## src/rtl/onchip_mem_stream_reader.sv

```systemverilog
// Read-side DMA stage: streams a contiguous word range out of the on-chip RAM
// as a sop/eop-framed valid/ready packet through a 3-entry skid FIFO.
module onchip_mem_stream_reader #(
    parameter int ADDR_W = 13,
    parameter int DATA_W = 32,
    parameter int DEPTH  = 5120,
    parameter int LEN_W  = 14
) (
    input  logic                clk,
    input  logic                reset_n,
    input  logic                start,
    input  logic [ADDR_W-1:0]   base_addr,
    input  logic [LEN_W-1:0]    length,
    output logic                busy,
    output logic                done,
    output logic                error,
    output logic [ADDR_W-1:0]   mem_address,
    output logic                mem_chipselect,
    output logic                mem_clken,
    output logic                mem_write,
    output logic [DATA_W/8-1:0] mem_byteenable,
    input  logic [DATA_W-1:0]   mem_readdata,
    output logic [DATA_W-1:0]   out_data,
    output logic                out_valid,
    input  logic                out_ready,
    output logic                out_sop,
    output logic                out_eop
);

    typedef enum logic {S_IDLE, S_RUN} state_t;

    localparam logic [LEN_W:0] DEPTH_L = (LEN_W+1)'(DEPTH);

    state_t              r_state, w_state_nxt;
    logic                r_busy, r_done, r_error;
    logic [ADDR_W-1:0]   r_addr, r_mem_addr;
    logic [LEN_W-1:0]    r_issue_rem, r_pop_rem;
    logic                r_mem_cs, r_cs_sop, r_cs_eop;
    logic                r_pend, r_pend_sop, r_pend_eop;
    logic [DATA_W-1:0]   r_fifo_data [0:2];
    logic                r_fifo_sop  [0:2];
    logic                r_fifo_eop  [0:2];
    logic [1:0]          r_rd, r_wr, r_count;

    logic                w_pop, w_cmd_bad, w_accept, w_reject;
    logic                w_run_issue, w_last_pop;
    logic [2:0]          w_used;
    logic [LEN_W:0]      w_end;

    assign busy           = r_busy;
    assign done           = r_done;
    assign error          = r_error;
    assign mem_address    = r_mem_addr;
    assign mem_chipselect = r_mem_cs;
    assign mem_clken      = 1'b1;
    assign mem_write      = 1'b0;
    assign mem_byteenable = '1;

    assign out_valid = (r_count != 2'd0);
    assign out_data  = r_fifo_data[r_rd];
    assign out_sop   = out_valid & r_fifo_sop[r_rd];
    assign out_eop   = out_valid & r_fifo_eop[r_rd];

    // Slots in use counts the two-stage RAM pipeline (request, returning data)
    // plus the FIFO, minus this cycle's pop, so a full-rate stream never bubbles.
    always_comb begin
        w_pop       = out_valid & out_ready;
        w_end       = (LEN_W+1)'(base_addr) + {1'b0, length};
        w_cmd_bad   = (length == '0) || (w_end > DEPTH_L);
        w_accept    = (r_state == S_IDLE) && start && !w_cmd_bad;
        w_reject    = (r_state == S_IDLE) && start && w_cmd_bad;
        w_used      = 3'(r_count) + 3'(r_mem_cs) + 3'(r_pend) - 3'(w_pop);
        w_run_issue = (r_state == S_RUN) && (r_issue_rem != '0) && (w_used < 3'd3);
        w_last_pop  = (r_state == S_RUN) && w_pop && (r_pop_rem == LEN_W'(1));
        w_state_nxt = r_state;
        case (r_state)
            S_IDLE:  if (w_accept)   w_state_nxt = S_RUN;
            S_RUN:   if (w_last_pop) w_state_nxt = S_IDLE;
            default: w_state_nxt = S_IDLE;
        endcase
    end

    always_ff @(posedge clk) begin
        if (!reset_n) begin
            r_state     <= S_IDLE;
            r_busy      <= 1'b0;
            r_done      <= 1'b0;
            r_error     <= 1'b0;
            r_addr      <= '0;
            r_mem_addr  <= '0;
            r_issue_rem <= '0;
            r_pop_rem   <= '0;
            r_mem_cs    <= 1'b0;
            r_cs_sop    <= 1'b0;
            r_cs_eop    <= 1'b0;
            r_pend      <= 1'b0;
            r_pend_sop  <= 1'b0;
            r_pend_eop  <= 1'b0;
            r_rd        <= '0;
            r_wr        <= '0;
            r_count     <= '0;
            for (int unsigned i = 0; i < 3; i++) begin
                r_fifo_data[i] <= '0;
                r_fifo_sop[i]  <= 1'b0;
                r_fifo_eop[i]  <= 1'b0;
            end
        end else begin
            r_state  <= w_state_nxt;
            r_done   <= w_last_pop;
            r_error  <= w_reject;
            r_mem_cs <= w_accept | w_run_issue;
            if (w_accept)
                r_busy <= 1'b1;
            else if (w_last_pop)
                r_busy <= 1'b0;

            // The first read goes out on the accept edge itself.
            if (w_accept) begin
                r_mem_addr  <= base_addr;
                r_addr      <= base_addr + ADDR_W'(1);
                r_issue_rem <= length - LEN_W'(1);
                r_pop_rem   <= length;
                r_cs_sop    <= 1'b1;
                r_cs_eop    <= (length == LEN_W'(1));
            end else if (w_run_issue) begin
                r_mem_addr  <= r_addr;
                r_addr      <= r_addr + ADDR_W'(1);
                r_issue_rem <= r_issue_rem - LEN_W'(1);
                r_cs_sop    <= 1'b0;
                r_cs_eop    <= (r_issue_rem == LEN_W'(1));
            end

            r_pend     <= r_mem_cs;
            r_pend_sop <= r_cs_sop;
            r_pend_eop <= r_cs_eop;

            if (r_pend) begin
                r_fifo_data[r_wr] <= mem_readdata;
                r_fifo_sop[r_wr]  <= r_pend_sop;
                r_fifo_eop[r_wr]  <= r_pend_eop;
                r_wr              <= (r_wr == 2'd2) ? 2'd0 : r_wr + 2'd1;
            end
            if (w_pop) begin
                r_rd <= (r_rd == 2'd2) ? 2'd0 : r_rd + 2'd1;
                if (r_pop_rem != '0)
                    r_pop_rem <= r_pop_rem - LEN_W'(1);
            end
            r_count <= r_count + 2'(r_pend) - 2'(w_pop);
        end
    end

endmodule

```

## config.mk

```make
export PLATFORM = sky130hd
export DESIGN_NAME = onchip_mem_stream_reader
export DESIGN_NICKNAME = d
export VERILOG_FILES = /design/src/rtl/onchip_mem_stream_reader.sv
export SDC_FILE = /design/constraint.sdc
export NUM_CORES = 1
export LEC_CHECK = 0
export ABC_CLOCK_PERIOD_IN_PS = 5300
export CAP_MARGIN = 0
export CORE_UTILIZATION = 50
export DETAILED_ROUTE_END_ITERATION = 12
export DONT_BUFFER_PORTS = 1
export PLACE_DENSITY = 0.71
export SLEW_MARGIN = 20
export SYNTH_ARGS = -nofsm -noshare
export SYNTH_HDL_FRONTEND = slang
export SYNTH_SLANG_ARGS = --single-unit
```

## constraint.sdc

```tcl
create_clock -name clk -period 5.3 [get_ports clk]
set_input_delay 0.795 -clock clk [delete_from_list [all_inputs] [get_ports clk]]
set_output_delay 0.795 -clock clk [all_outputs]
set_load 0.02 [all_outputs]
```

==> qor.txt <==
Status -> complete, no violations
Rows -> 52
TritonCTS buffer count -> 23
CP startpoint kind -> input pin
EDFF count, synth -> 130
Reg clk slew, reported paths -> 0.07 ns
Maximum VDD drop -> 268 uV
Worst Tran Pin Value -> 1.01 ns
Setup TNS -> 0 ns
Final GP Congestion -> 0.920
Kind of critical path -> input pin to flip-flop
H-tree depth -> 1
P_sw -> 0.00146 W
Data required time of the critical path -> 5.72 ns
Router iterations before antenna repair -> 5
Boundary pin count -> 121
Combinational fraction of design power -> 23.3%
Die span in x -> 146 um
Die area -> 21400 sq um
Drt wl/cell -> 19.5 um
HPWL after detailed placement -> 15.1 mm
Share of cells above drive strength 1 -> 11.3%
TritonCTS clock tree -> done
Post-cts resize count -> 0
Number of synthesized register bits -> 208
Area occupied by registers -> 5470 sq um
# fillers -> 1714
Worst rel slew slack -> 32.9%
Max Fanout on Critical Path -> 17
Clk_skew -> 0.00752 ns
Finish-stage setup viols -> 0
Fin crit period -> 4.36 ns
# diodes -> 0
Ys flop type -> edfxtp_1
DRT antenna net count -> 0
Max Cap Violations -> 0
Sink Count -> 208
Share of the synthesized area in the top cell type -> 37.6%
Period utilization -> 82.3%
CP Capture Type -> flip-flop
Largest delay share family, worst path -> compound AO/OA/AOI/OAI gates
PwrDens -> 412 nW/um^2
Hold Path Class -> input pin to flip-flop
CTS root buf -> clkbuf_16
Util after Layout -> 56.2%
First-pass GRT wire length -> 37.1 mm
Detailed Route WL -> 23.4 mm
Hold_ws -> 0.366 ns
DIE HEIGHT -> 146 um
Sw Share -> 31.1%
Initial antenna violation count -> 0
CP cell instances -> ha_1 -> fa_1 -> a211oi_1 -> nor3_1 -> o22ai_1 -> nor2_1 -> a211o_1 -> a211oi_2 -> nand3_4 -> nor2_1 -> a21o_1 -> ha_1 -> nand3_1 -> nor2_1 -> and3_1 -> and2_1 -> nand2_1 -> xnor2_1 -> nor2_1 -> a211oi_1
Final Hold Fails -> 0
Core area -> 20300 sq um
Port Buf Inserts -> 0
Share of the yosys chip area belonging to registers -> 52.6%
Crit-path most repeated cell -> nor2_1
Max stage delay on crit path -> 0.44 ns
Routed vias/inst -> 5.78
Initial DRC count -> 437
DRC errors left -> 0
LEAKAGE -> 4.09 nW
Ys Warns -> 0
DP Worst Slack -> 0.442 ns
Share of flip-flops with an asynchronous set or reset -> 0%
Largest net degree at the start of global routing -> 55
Area of the multi-input gates -> 4650 sq um
Sequential Power Share -> 43.1%
Mean Syn Cell Area -> 11.3 sq um
Starting Density -> 51.2%
Grt total ovfl -> 0
Clk pwr share -> 33.6%
Clk_lat worst skew -> 0.51 ns
P_int -> 0.00323 W
Post-synth top area cell -> edfxtp_1
Postcts setup bufs -> 0
Number of distinct library cells after synthesis -> 70
Slowest cell on crit path -> fa_1
Mapped cell area -> 10400 sq um
Total Nets Final -> 1000
Vias -> 6930
Tot GR Track Use -> 21.9%
CP arrival -> 4.79 ns
Max Slew Vio Count -> 0
Final worst setup slack -> 0.937 ns
Gate count after technology mapping -> 923
Area Overhead vs Synth -> 9.82%
Vias in the first global route -> 6880
RSZ-0062 raised after global routing -> no
Fmax -> 0.229 GHz
Hold_buf cts -> 0
Largest cells by area after synthesis -> edfxtp_1 (38%), dfxtp_1 (15%), mux4_2 (7.4%)
Max clock buf depth -> 3
Buf/Inv on CP -> 0
through the flow:
step | total power, W | area (sq um) | std cells
2_1_floorplan | 0.00293 | 10400 | 927
3_3_place_gp | 0.00313 | 10600 | 1155
3_5_place_dp | 0.00315 | 10600 | 1155
4_1_cts | 0.00474 | 11400 | 1197
5_1_grt | 0.00495 | 11400 | 1198
6_report | 0.00469 | 11400 | 1198
synthesized netlist by cell type (all sizes together) (9+ instances only):
library cell  number
ha                23
nor4               9
mux2i              9
clkbuf            30
a21oi             41
o21ai             22
and2             104
inv               24
edfxtp           130
xor2              18
and3              10
a211oi            20
a311oi            11
nor2              74
nor3              23
buf               23
mux4              34
dfxtp             78
xnor2             30
nand3             25
nand2             83
path summary, 6_finish.rpt:
kind	startpoint	endpoint	slack, ns	depth (start not counted)
worst max-delay path	base_addr[0]	r_addr[12]	0.94	20
worst min register to register	r_cs_sop	r_cs_sop	0.45	2
worst max register to register	r_count[1]	r_addr[11]	1.13	14
worst min-delay path	mem_readdata[31]	r_fifo_data[3][31]	0.37	0
cell type report:
cell class | instances | share of cell area, %
clock buffers | 30 | 5.45
clock inverters | 12 | 1.14
inverters | 24 | 0.790
multi-input cells | 642 | 40.8
flip-flops and latches | 208 | 47.9
well taps | 270 | 2.96
repair buffers | 12 | 0.965
placed cells by master, fill, tap and decap left out, types with 5 or more instances in the layout:
master	count
edfxtp_1	130
and2_1	103
nand2_1	83
dfxtp_1	76
nor2_1	72
a21oi_1	40
mux4_2	34
xnor2_1	30
nand3_1	24
inv_1	23
ha_1	23
clkbuf_16	23
o21ai_0	21
nor3_1	21
a211oi_1	19
xor2_1	18
a311oi_1	11
buf_4	11
and3_1	10
mux2i_1	9
nor4_1	9
a31oi_1	8
nand4_1	7
nor2b_1	6
conb_1	6
a21o_1	5
o21a_1	5
nand3b_1	5
clkbuf_1	5
power by group through the flow:
stage	Combinational, W	Sequential, W	Clock (W)
2_1_floorplan	0.000931	0.00200	0
3_3_place_gp	0.00108	0.00206	0
3_5_place_dp	0.00110	0.00206	0
4_1_cts	0.00110	0.00203	0.00161
5_1_grt	0.00123	0.00205	0.00167
6_report	0.00109	0.00202	0.00158
cells by family after synthesis:
group	Yosys count	share of synthesized area, %
AND/OR/NAND/NOR	369	18.3
flip-flops	208	52.6
AO/OA/AOI/OAI	149	10.1
other	2	0.0723
multiplexers	44	8.35
adder cells (fa/ha/maj)	26	3.35
XOR/XNOR	48	4.05
buffers and inverters	77	3.20
routing by layer:
| layer | vias up | GRT usage, % | share of wire [%] |
|---|---|---|---|
| met5 | - | 0 | 0 |
| met3 | 24 | 5.13 | 8.2 |
| met1 | 3324 | 27.8 | 41 |
| met4 | 0 | 3.91 | 1.4 |
| met2 | 242 | 38.5 | 50 |
| li1 | 3340 | - | - |
registers in the layout (all words and copies together) (netlist names), 2 cells and up, named ones only:
register,count
r_fifo_data,128
r_issue_rem,14
r_pop_rem,14
mem_address,13
r_addr,13
r_fifo_eop,4
r_fifo_sop,4
r_count,2
r_rd,2
r_wr,2
worst register-to-register path: stages (launching register included):
cell and delay, ns:
dfxtp_1 0.37, nor2_1 0.30, inv_1 0.21, nand2_1 0.21, inv_1 0.19, ha_1 0.33, fa_1 0.39, fa_1 0.40
xnor2_1 0.24, o2111ai_2 0.18, buf_4 0.26, or3_1 0.47, nor3_1 0.23, xnor2_1 0.09, a211oi_1 0.22
Note: power is estimated with default switching activity, not from simulation.
